**src/rtl/csr_pkg.sv**
```systemverilog
// csr_pkg: shared CSR bus widths, bus/access structs and the target FSM state type.
package csr_pkg;

    localparam int SELECT_W = 16;
    localparam int ADDR_W   = 16;
    localparam int DATA_W   = 32;

    typedef struct packed {
        logic                valid;
        logic                read_not_write;
        logic [SELECT_W-1:0] select;
        logic [ADDR_W-1:0]   address;
        logic [DATA_W-1:0]   data;
    } t_csr_request;

    typedef struct packed {
        logic              acknowledge;
        logic              read_data_valid;
        logic              read_data_error;
        logic [DATA_W-1:0] read_data;
    } t_csr_response;

    typedef struct packed {
        logic              valid;
        logic              read_not_write;
        logic [ADDR_W-1:0] address;
        logic [DATA_W-1:0] data;
    } t_csr_access;

    typedef enum logic [1:0] {IDLE, ACCESS, READ_RESP, HOLD} t_csr_state;

endpackage

```
**src/rtl/csr_target.sv**
```systemverilog
// csr_target: turns one matching CSR bus request into a single-cycle local access and a bus response.
module csr_target
    import csr_pkg::*;
(
    input  logic                clk,
    input  logic                reset,
    input  logic [SELECT_W-1:0] csr_select,
    input  logic                csr_request__valid,
    input  logic                csr_request__read_not_write,
    input  logic [SELECT_W-1:0] csr_request__select,
    input  logic [ADDR_W-1:0]   csr_request__address,
    input  logic [DATA_W-1:0]   csr_request__data,
    input  logic [DATA_W-1:0]   csr_access_data,
    output logic                csr_access__valid,
    output logic                csr_access__read_not_write,
    output logic [ADDR_W-1:0]   csr_access__address,
    output logic [DATA_W-1:0]   csr_access__data,
    output logic                csr_response__acknowledge,
    output logic                csr_response__read_data_valid,
    output logic                csr_response__read_data_error,
    output logic [DATA_W-1:0]   csr_response__read_data
);

    t_csr_state        state, state_next;
    logic              rnw_q;
    logic [ADDR_W-1:0] addr_q;
    logic [DATA_W-1:0] wdata_q, rdata_q;
    logic              hit;
    t_csr_access       access;
    t_csr_response     response;

    assign hit = csr_request__valid && (csr_request__select == csr_select);

    // HOLD only exits on a low valid sample, so a held request is never re-accepted.
    always_comb begin
        state_next = state;
        case (state)
            IDLE:      state_next = hit ? ACCESS : IDLE;
            ACCESS:    state_next = rnw_q ? READ_RESP : HOLD;
            READ_RESP: state_next = HOLD;
            HOLD:      state_next = csr_request__valid ? HOLD : IDLE;
            default:   state_next = IDLE;
        endcase
    end

    always_ff @(posedge clk) begin
        if (reset) begin
            state   <= IDLE;
            rnw_q   <= 1'b0;
            addr_q  <= '0;
            wdata_q <= '0;
            rdata_q <= '0;
        end else begin
            state <= state_next;
            if (state == IDLE && hit) begin
                rnw_q   <= csr_request__read_not_write;
                addr_q  <= csr_request__address;
                wdata_q <= csr_request__data;
            end
            if (state == ACCESS && rnw_q)
                rdata_q <= csr_access_data;
        end
    end

    always_comb begin
        access   = '{valid: state == ACCESS, read_not_write: rnw_q, address: addr_q, data: wdata_q};
        response = '{acknowledge: state != IDLE, read_data_valid: state == READ_RESP,
                     read_data_error: 1'b0, read_data: (state == READ_RESP) ? rdata_q : '0};
    end

    assign csr_access__valid             = access.valid;
    assign csr_access__read_not_write    = access.read_not_write;
    assign csr_access__address           = access.address;
    assign csr_access__data              = access.data;
    assign csr_response__acknowledge     = response.acknowledge;
    assign csr_response__read_data_valid = response.read_data_valid;
    assign csr_response__read_data_error = response.read_data_error;
    assign csr_response__read_data       = response.read_data;

endmodule

```
**config.mk**
```make
export PLATFORM = sky130hd
export DESIGN_NAME = csr_target
export DESIGN_NICKNAME = d
export VERILOG_FILES = /design/src/rtl/csr_pkg.sv /design/src/rtl/csr_target.sv
export SDC_FILE = /design/constraint.sdc
export NUM_CORES = 1
export LEC_CHECK = 0
export ABC_AREA = 1
export CAP_MARGIN = 10
export CORE_MARGIN = 3
export CORE_UTILIZATION = 40
export DETAILED_ROUTE_END_ITERATION = 12
export PLACE_DENSITY_LB_ADDON = 0.3
export SYNTH_ARGS = -nofsm -noshare
export SYNTH_HDL_FRONTEND = slang
export SYNTH_SLANG_ARGS = --single-unit
```
**constraint.sdc**
```tcl
create_clock -name clk -period 2.1 [get_ports clk]
set_input_delay 0.42 -clock clk [delete_from_list [all_inputs] [get_ports clk]]
set_output_delay 0.42 -clock clk [all_outputs]
set_load 0.01 [all_outputs]
```
[Yosys cells after proc, flatten, opt, wreduce, memory -nomap -nowiden]
Index checks and enable logic that the tools add are counted.
Word-level totals
  flip-flop bits (word level): 83
  logic and storage cells: 19
Cells by class
  eq/ne operators: 4
  muxes and demuxes: 5
  reduce and logical (&&, ||, !) cells: 5
Operator list (number)
  $mux W32: 1
  $eq A16 B16 Y1: 1
  $pmux W2 S4: 1
  $eq A2 B2 Y1 const B: 2
  $logic_and A1 B1 Y1: 3
  $eq A2 B1 Y1 const B: 1
  $logic_not A2 Y1: 1
  $mux W1: 2
  $mux W2: 1
  $reduce_bool A2 Y1: 1

[Depth between registers and ports, before layout]
Gate-level depths: netlist (run 1).
  depth after elaboration: 4
  depth in mapped cells: 11
  gate-level depth less buffers: 9

[Least setup slack after synthesis (run 1)]
Ideal clock, no wire load.
  kind: register to output
  start: register state[1]
  end: output csr_response__read_data[10]
  data arrival time: 1114 ps
  path slack: 566 ps
  cell stages (with the launch flop): 6
  path buffers: 1
  cell sequence: dfxtp_1 inv_2 nor2_1 inv_1 clkbuf_1 nor2_1
On the way
  cells in the longest elaborated chain, start to end: 2
RTL lines
  start: declaration: line csr_target.sv:24  | t_csr_state state, state_next;
  start signal: assignment: line csr_target.sv:54  | state <= state_next;
  $eq A2 B2 Y1
  net csr_response__read_data_valid: line csr_target.sv:19  | output logic csr_response__read_data_valid,
  $mux W32: line csr_target.sv:68  | read_data_error: 1'b0, read_data: (state == READ_RESP) ? rdata_q : '0};
  end: declaration: line csr_target.sv:21  | output logic [DATA_W-1:0] csr_response__read_data
The timed path passes the listed nets, and every way through them passes these cells.

[Worst setup path after layout (run 1)]
  start: register state[1]
  end: output csr_response__read_data[12]
On the way
  cells in the longest elaborated chain, start to end: 2
RTL lines (line)
  $eq A2 B2 Y1: csr_target.sv:68
  $mux W32: csr_target.sv:68
Every way passes these cells.

==> impl_metrics.prom, run 1 <==
# TYPE chip_impl_metric gauge
chip_impl_metric{name="antenna_cells",unit=""} 0
chip_impl_info{name="yosys-top-cells-area",value="dfxtp_1 42%, nor2_1 14%, inv_1 10%, nand2_1 8.3%, nand4_1 7.9%"} 1
chip_impl_metric{name="tritoncts.num_buffers",unit=""} 9
chip_impl_metric{name="total_track_usage",unit=""} 0.2061
chip_impl_info{name="worstSetupEndpointType",value="primary output"} 1
chip_impl_metric{name="synth.yosys.warnings",unit=""} 0
chip_impl_metric{name="relSlewSlack",unit=""} 0.6587
chip_impl_metric{name="crit_required",unit="ns"} 1.68
chip_impl_metric{name="placeableCoreArea",unit="µm²"} 9415
chip_impl_info{name="cts_tree",value="done"} 1
chip_impl_metric{name="final_max_slew_viol_count",unit=""} 0
chip_impl_metric{name="cts-htree-levels",unit=""} 3
chip_impl_metric{name="synthXorXnorAreaFrac",unit=""} 0.01107
chip_impl_metric{name="first_iter_violations",unit=""} 280
chip_impl_metric{name="cts_sinks",unit=""} 83
chip_impl_metric{name="maximum_fanout_encountered_on_the_critical_timing_path",unit=""} 32
chip_impl_metric{name="synth_seq_cells",unit=""} 83
chip_impl_metric{name="final_count_of_hold_timing_violations",unit=""} 0
chip_impl_metric{name="vdd.ir_drop.worst",unit="mV"} 0.3450
chip_impl_metric{name="port_buffers",unit=""} 199
chip_impl_metric{name="design.final.nets",unit=""} 901
chip_impl_metric{name="syn_nets",unit=""} 718
chip_impl_metric{name="final.fill_count",unit=""} 855
chip_impl_metric{name="synth.avg_cell_area",unit="µm²"} 6.570
chip_impl_metric{name="die_w",unit="µm"} 105.4
chip_impl_metric{name="numPlacedInstances",unit=""} 903
chip_impl_metric{name="post_synth_and_or_nand_nor_area_fraction",unit=""} 0.3246
chip_impl_metric{name="synth_adder_area_share",unit=""} 0
chip_impl_metric{name="route.antenna.remaining_nets",unit=""} 0
chip_impl_metric{name="fin_hold_ws",unit="ns"} 0.4527
chip_impl_metric{name="area.growth.synth_to_final",unit="%"} 57.42
chip_impl_metric{name="async_flop_share",unit=""} 0
chip_impl_metric{name="timing.critical_path.arrival",unit="ns"} 1.55
chip_impl_metric{name="floorplan.initialDensity",unit=""} 0.4201
chip_impl_metric{name="multi_input_comb_area",unit="µm²"} 1694
chip_impl_metric{name="final-seq-area",unit="µm²"} 1663
chip_impl_metric{name="vias_in_the_first_global_route",unit=""} 4132
chip_impl_metric{name="synth_mux_area_frac",unit=""} 0
chip_impl_metric{name="post-synth-top-area-fraction",unit=""} 0.4201
chip_impl_info{name="unrepaired_setup_endpoints_after_global_routing",value="false"} 1
chip_impl_info{name="critPathLaunchType",value="flop"} 1
chip_impl_info{name="timing.setup.critical_path_class",value="reg -> out"} 1
chip_impl_metric{name="dieArea",unit="µm²"} 11120
chip_impl_metric{name="maximum_number_of_pins_on_one_net_before_global_route_repair",unit=""} 65
chip_impl_metric{name="total_power",unit="mW"} 3.257
chip_impl_info{name="cts-root-buf",value="clkbuf_8"} 1
chip_impl_metric{name="postSynthCellCount",unit=""} 602
chip_impl_metric{name="clk_transition_reported_paths",unit="ns"} 0.08
chip_impl_metric{name="routed-via-count",unit=""} 4335
chip_impl_metric{name="synth_edf_count",unit=""} 0
chip_impl_info{name="main_combinational_cell_family_by_area_after_synthesis",value="simple AND/OR/NAND/NOR gates"} 1
chip_impl_metric{name="vias_per_cell",unit=""} 4.727
chip_impl_metric{name="io-pin-count",unit=""} 201
chip_impl_metric{name="fin_crit",unit="ns"} 1.967
chip_impl_metric{name="max_slew.worst_pin.slew",unit="ns"} 0.5119
chip_impl_metric{name="chipHeight",unit="µm"} 105.4
chip_impl_metric{name="post_route_cells_drive_above_1_share",unit=""} 0.04695
chip_impl_metric{name="cts-root-to-sink-buffers",unit=""} 2
chip_impl_metric{name="drc_violations",unit=""} 0
chip_impl_info{name="status",value="finished, final reports clean"} 1
chip_impl_metric{name="synth_compound_area_frac",unit=""} 0.08795
chip_impl_metric{name="maxCapViolCount",unit=""} 0
chip_impl_info{name="synth.largest_area_cell",value="dfxtp_1"} 1
chip_impl_metric{name="synth.yosys.seq_area_share",unit=""} 0.4201
chip_impl_metric{name="count_of_non_filler_cells_in_the_finished_layout",unit=""} 917
chip_impl_metric{name="maxClockFrequency",unit="MHz"} 508.4
chip_impl_metric{name="place.detailed.hpwl",unit="µm"} 8663
chip_impl_metric{name="wl",unit="µm"} 11440
chip_impl_metric{name="globalRouteOverflowTotal",unit=""} 0
chip_impl_metric{name="cell_leakage_power",unit="nW"} 2.713
chip_impl_metric{name="wl_per_cell",unit="µm"} 12.48
chip_impl_info{name="dominantRegCellSynth",value="dfxtp_1"} 1
chip_impl_metric{name="power.density_cell_area",unit="nW/µm²"} 523.1
chip_impl_metric{name="globalplace.congestion",unit=""} 0.7595
chip_impl_metric{name="clock_insertion_delay_worst_skew",unit="ns"} 0.34
chip_impl_metric{name="syn_area",unit="µm²"} 3955
chip_impl_metric{name="grt_pass1_wl",unit="µm"} 19050
chip_impl_metric{name="detailedRoute.firstPassIterationCount",unit=""} 5
chip_impl_metric{name="fp-row-count",unit=""} 35
chip_impl_metric{name="antenna_found_initial",unit=""} 0
chip_impl_metric{name="min_period_over_period",unit=""} 0.9366
chip_impl_metric{name="setup_viol",unit=""} 0
chip_impl_info{name="type_of_the_worst_min_delay_path",value="reg -> reg"} 1
chip_impl_metric{name="ys_types",unit=""} 24
chip_impl_metric{name="setup_tns",unit="ns"} 0
chip_impl_metric{name="finClkSkew",unit="ns"} 0.009991
==> critical path, cell delays in order, from the launching register on <==
cell,delay (ns)
dfxtp_2,0.37
inv_2,0.05
nor2_1,0.12
inv_1,0.09
buf_12,0.17
nor2_1,0.13
dlygate4sd2_1,0.29
==> area by class of cell <==
class                           instances  share of cell area
Clock buffer                            9             0.01990
Inverter                              108             0.06511
Sequential cell                        83              0.2671
Tap cell                              129             0.02592
Multi-Input combinational cell        373              0.2721
Clock inverter                          5             0.01286
Timing Repair Buffer                  210              0.3370
==> power breakdown <==
group	internal, mW	switching, mW
combinational	0.274	0.201
clock	0.655	0.548
sequential	1.58	0.00352
==> cells in the final DEF, fill, tap and decap left out, types with 4 or more instances in the layout <==
cell type,Yosys,layout
dfxtp_1,83,82
o21ai_0,36,36
inv_1,105,105
nand4_1,50,50
nor2_1,147,147
nand2_1,87,87
clkbuf_8,0,9
buf_12,0,5
xnor2_1,5,5
clkdlybuf4s50_1,0,167
dlygate4sd2_1,0,31
nor2_4,1,4
buf_4,4,6
a21oi_1,32,32
==> timing repair <==
action	4_1_cts	5_1_grt
setup buffers	0	0
pin swaps	0	0
hold buffers	0	0
setup endpoints to repair	32	1
gates resized for setup	33	1
==> through the flow <==
step           setup slack (ns)  instance area (µm²)  utilization
2_1_floorplan            0.5661                 3955            -
3_3_place_gp            0.09081                 6060       0.6436
3_5_place_dp            0.04990                 6060       0.6436
4_1_cts                 0.08201                 6225       0.6611
5_1_grt                0.008565                 6226       0.6613
6_report                 0.1331                 6226       0.6613
==> metal layers <==
metal | part of all wire | GRT usage | vias up
met5 | 0 | 0 | -
met4 | 0.025 | 0.07216 | 0
met3 | 0.064 | 0.04103 | 20
met2 | 0.51 | 0.3693 | 165
met1 | 0.40 | 0.2432 | 1939
li1 | - | - | 2211
==> worst paths after layout <==
kind,from,endpoint,slack [ns],cells after the start
worst min register to register,rdata_q[26]$_SDFFE_PP0P_,rdata_q[26]$_SDFFE_PP0P_,0.45,2
worst min-delay path,rdata_q[26]$_SDFFE_PP0P_,rdata_q[26]$_SDFFE_PP0P_,0.45,2
worst max register to register,state[0]$_SDFF_PP0_,csr_access__data[31]$_SDFFE_PP0P_,0.56,9
worst max-delay path,state[1]$_SDFF_PP0_,csr_response__read_data[12],0.13,6
==> cell families (layout without fill, tap and decap cells) <==
kind of cell | count (synthesis) | in the layout
AND/OR/NAND/NOR | 298 | 298
buffers and inverters | 146 | 332
flip-flops | 83 | 83
AO/OA/AOI/OAI | 69 | 69
XOR/XNOR | 5 | 5
other | 1 | 1
==> sequential cells by signal, summed over array words and instances (netlist names) <==
signal and cells:
state 2, rdata_q 32, csr_access__data 32, csr_access__address 16
csr_access__read_not_write 1
==> cells in the mapped netlist (3+ instances only) <==
master / instances
nor2_1: 147
o21ai_0: 36
buf_2: 5
nand4_1: 50
buf_6: 6
buf_4: 4
nand3_1: 3
buf_1: 8
xnor2_1: 5
inv_1: 105
clkbuf_1: 15
nor2_2: 5
inv_2: 3
a21oi_1: 32
nand2_1: 87
dfxtp_1: 83
No activity file was read; power rests on OpenSTA's default activity.
==> inputs of run 2 (changes only) <==
==> constraint.sdc (replaced) <==
create_clock -name clk -period 2.1 [get_ports clk]
set_input_delay 0.525 -clock clk [delete_from_list [all_inputs] [get_ports clk]]
set_output_delay 0.525 -clock clk [all_outputs]
set_load 0.01 [all_outputs]
==> run 2 against run 1 <==
Power fell by 1.3%. Sequential power barely moved. Maximum frequency fell by 3.3%. Register-to-register slack improved by 0.02 ns. Largest cell class unchanged. Largest power group unchanged.
==> impl_metrics.prom, run 2 (same netlist as run 1, synthesis figures left out) <==
# TYPE chip_impl_metric gauge
chip_impl_metric{name="final_max_slew_viol_count",unit=""} 0
chip_impl_metric{name="routed-via-count",unit=""} 4350
chip_impl_info{name="crit_end",value="csr_response__read_data[19]"} 1
chip_impl_metric{name="tritoncts.num_buffers",unit=""} 9
chip_impl_metric{name="setup_viol",unit=""} 0
chip_impl_info{name="critPathLaunchType",value="flop"} 1
chip_impl_metric{name="design.final.nets",unit=""} 903
chip_impl_metric{name="clk_transition_reported_paths",unit="ns"} 0.09
chip_impl_metric{name="maxClockFrequency",unit="MHz"} 491.8
chip_impl_metric{name="fin_hold_ws",unit="ns"} 0.4556
chip_impl_metric{name="placeableCoreArea",unit="µm²"} 9415
chip_impl_metric{name="port_buffers",unit=""} 199
chip_impl_metric{name="layout.core_utilization",unit=""} 0.6591
chip_impl_info{name="final_cell_mix",value="167 x clkdlybuf4s50_1, 147 x nor2_1, 105 x inv_1"} 1
chip_impl_metric{name="floorplan.initialDensity",unit=""} 0.4201
chip_impl_info{name="cts-root-buf",value="clkbuf_8"} 1
chip_impl_info{name="leading_cell_type_in_the_layout_fill_and_taps_excluded",value="clkdlybuf4s50_1"} 1
chip_impl_metric{name="total_track_usage",unit=""} 0.2060
chip_impl_metric{name="antenna_cells",unit=""} 0
chip_impl_metric{name="vdd.ir_drop.worst",unit="mV"} 0.2993
chip_impl_metric{name="post_route_cells_drive_above_1_share",unit=""} 0.07449
chip_impl_metric{name="power.density_cell_area",unit="nW/µm²"} 517.8
chip_impl_info{name="timing.setup.critical_path_class",value="reg -> out"} 1
chip_impl_metric{name="maximum_number_of_pins_on_one_net_before_global_route_repair",unit=""} 65
chip_impl_metric{name="cts-root-to-sink-buffers",unit=""} 2
chip_impl_info{name="cts_tree",value="done"} 1
chip_impl_info{name="timing.critical_path.mode_cell",value="nor2_1"} 1
chip_impl_metric{name="use_met3",unit=""} 0.04287
chip_impl_metric{name="timing.critical_path.arrival",unit="ns"} 1.51
chip_impl_info{name="grt_busiest_layer",value="met2"} 1
chip_impl_metric{name="hold_buffers",unit=""} 0
chip_impl_metric{name="area.growth.synth_to_final",unit="%"} 56.91
chip_impl_metric{name="grt_pass1_wl",unit="µm"} 19100
chip_impl_info{name="status",value="finished, final reports clean"} 1
chip_impl_metric{name="crit_required",unit="ns"} 1.57
chip_impl_info{name="worstSetupStartpoint",value="state[1]$_SDFF_PP0_"} 1
chip_impl_metric{name="cts-htree-levels",unit=""} 3
chip_impl_metric{name="gates_resized_cts_repair",unit=""} 33
chip_impl_info{name="type_of_the_worst_min_delay_path",value="reg -> reg"} 1
chip_impl_metric{name="vias_per_cell",unit=""} 4.723
chip_impl_metric{name="antenna_found_initial",unit=""} 0
chip_impl_info{name="timing.critical_path.cells",value="inv_2, nor2_1, inv_1, buf_12, nor2_1, dlygate4sd2_1"} 1
chip_impl_metric{name="fin_crit",unit="ns"} 2.033
chip_impl_metric{name="gr-usage-met2",unit=""} 0.3798
chip_impl_metric{name="chipHeight",unit="µm"} 105.4
chip_impl_metric{name="finClkSkew",unit="ns"} 0.009470
chip_impl_metric{name="setup_tns",unit="ns"} 0
chip_impl_metric{name="reg2reg_slack",unit="ns"} 0.58
chip_impl_metric{name="route.antenna.remaining_nets",unit=""} 0
chip_impl_info{name="worstSetupEndpointType",value="primary output"} 1
chip_impl_metric{name="max_slew.worst_pin.slew",unit="ns"} 0.5241
chip_impl_metric{name="dpl_worst_slack",unit="ns"} -0.05094
chip_impl_metric{name="globalRouteOverflowTotal",unit=""} 0
chip_impl_metric{name="final_count_of_hold_timing_violations",unit=""} 0
chip_impl_metric{name="fp-row-count",unit=""} 35
chip_impl_info{name="r2r-end",value="csr_access__address[7]$_SDFFE_PP0P_"} 1
chip_impl_metric{name="postLayoutCellArea",unit="µm²"} 6206
chip_impl_metric{name="detailedRoute.firstPassIterationCount",unit=""} 5
chip_impl_metric{name="clock_insertion_delay_worst_skew",unit="ns"} 0.35
chip_impl_metric{name="cts_sinks",unit=""} 83
chip_impl_metric{name="io-pin-count",unit=""} 201
chip_impl_metric{name="wl_per_cell",unit="µm"} 12.53
chip_impl_info{name="timing.rr.start",value="state[0]$_SDFF_PP0_"} 1
chip_impl_metric{name="place.detailed.hpwl",unit="µm"} 8936
chip_impl_metric{name="globalplace.congestion",unit=""} 0.7762
chip_impl_metric{name="maximum_fanout_encountered_on_the_critical_timing_path",unit=""} 32
chip_impl_metric{name="groute.layer.met1.usage",unit=""} 0.2299
chip_impl_metric{name="worst_r2r_path_depth",unit=""} 9
chip_impl_metric{name="min_period_over_period",unit=""} 0.9682
chip_impl_metric{name="post-cts-setup-buffer-count",unit=""} 0
chip_impl_metric{name="critPathMaxStageDelay",unit="ns"} 0.37
chip_impl_metric{name="cell_leakage_power",unit="nW"} 2.639
chip_impl_metric{name="drc_violations",unit=""} 0
chip_impl_metric{name="first_iter_violations",unit=""} 211
chip_impl_metric{name="maxCapViolCount",unit=""} 0
chip_impl_metric{name="dieArea",unit="µm²"} 11120
chip_impl_metric{name="relSlewSlack",unit=""} 0.6506
chip_impl_metric{name="detailed_place.area",unit="µm²"} 6100
chip_impl_metric{name="vias_in_the_first_global_route",unit=""} 4185
chip_impl_info{name="source_of_the_worst_hold_timing_path",value="rdata_q[0]$_SDFFE_PP0P_"} 1
chip_impl_metric{name="wl",unit="µm"} 11540
chip_impl_metric{name="die_w",unit="µm"} 105.4
chip_impl_info{name="worst_path_max_delay_cell",value="dfxtp_2"} 1
chip_impl_info{name="unrepaired_setup_endpoints_after_global_routing",value="false"} 1
chip_impl_metric{name="fin_ws",unit="ns"} 0.06682
-- run 2: cell types whose count changed in the layout (fill, tap and decap cells not counted), sizes merged --
cell           change
clkdlybuf4s15      +9
clkinv             +2
inv                +2
bufinv             -1
clkbuf            +18
buf                +2
clkinvlp           -1
dlygate4sd2       -27
-- run 2: layout make-up --
cell class | count | area [µm²]
tap | 129 | 161.4
multi-input combinational | 373 | 1694
inverter | 108 | 405.4
fill | 865 | 3209
clock buffer | 9 | 123.9
sequential | 83 | 1663
clock inverter | 7 | 76.32
timing repair buffer | 212 | 2082
-- run 2: stage by stage --
| step | std cells | total power, mW |
|---|---|---|
| 2_1_floorplan | 602 | 1.801 |
| 3_3_place_gp | 905 | 2.090 |
| 3_5_place_dp | 905 | 2.097 |
| 4_1_cts | 921 | 3.246 |
| 5_1_grt | 921 | 3.367 |
| 6_report | 921 | 3.213 |
-- run 2: worst min-delay path by stage --
| stage | end | slack, ns | depth (start not counted) |
|---|---|---|---|
| 2_1_floorplan | rdata_q[0]$_SDFFE_PP0P_ | 0.43 | 2 |
| 3_3_place_gp | rdata_q[12]$_SDFFE_PP0P_ | 0.44 | 2 |
| 3_5_place_dp | rdata_q[10]$_SDFFE_PP0P_ | 0.44 | 2 |
| 4_1_cts | rdata_q[14]$_SDFFE_PP0P_ | 0.46 | 2 |
| 5_1_grt | rdata_q[1]$_SDFFE_PP0P_ | 0.47 | 2 |
| 6_report | rdata_q[0]$_SDFFE_PP0P_ | 0.46 | 2 |
-- run 2: critical path, delay by kind of cell, from the launching register on --
| family | cells | cell delay (ns) |
|---|---|---|
| buffers and inverters | 4 | 0.59 |
| DFF | 1 | 0.37 |
| and+or+nand+nor | 2 | 0.20 |
-- run 2: per-layer routing --
metal	share of wire	wire, µm
met3	0.063	723
met2	0.51	5928
met4	0.026	295
met5	0	0
met1	0.40	4592
-- run 2: where the power goes --
group	total, mW	switching (mW)	internal (mW)
combinational	0.481	0.202	0.279
clock	1.15	0.592	0.560
sequential	1.58	0.00351	1.58
total	3.21	0.798	2.41
==> inputs of run 3 (changes only) <==
--- a/config.mk
+++ b/config.mk
@@ -11,6 +11,7 @@
 export CORE_UTILIZATION = 40
 export DETAILED_ROUTE_END_ITERATION = 12
 export PLACE_DENSITY_LB_ADDON = 0.3
+export SKIP_LAST_GASP = 1
 export SYNTH_ARGS = -nofsm -noshare
 export SYNTH_HDL_FRONTEND = slang
 export SYNTH_SLANG_ARGS = --single-unit
==> results of run 3 <==
Final layout, timing and power as in run 2 (identical DEF).
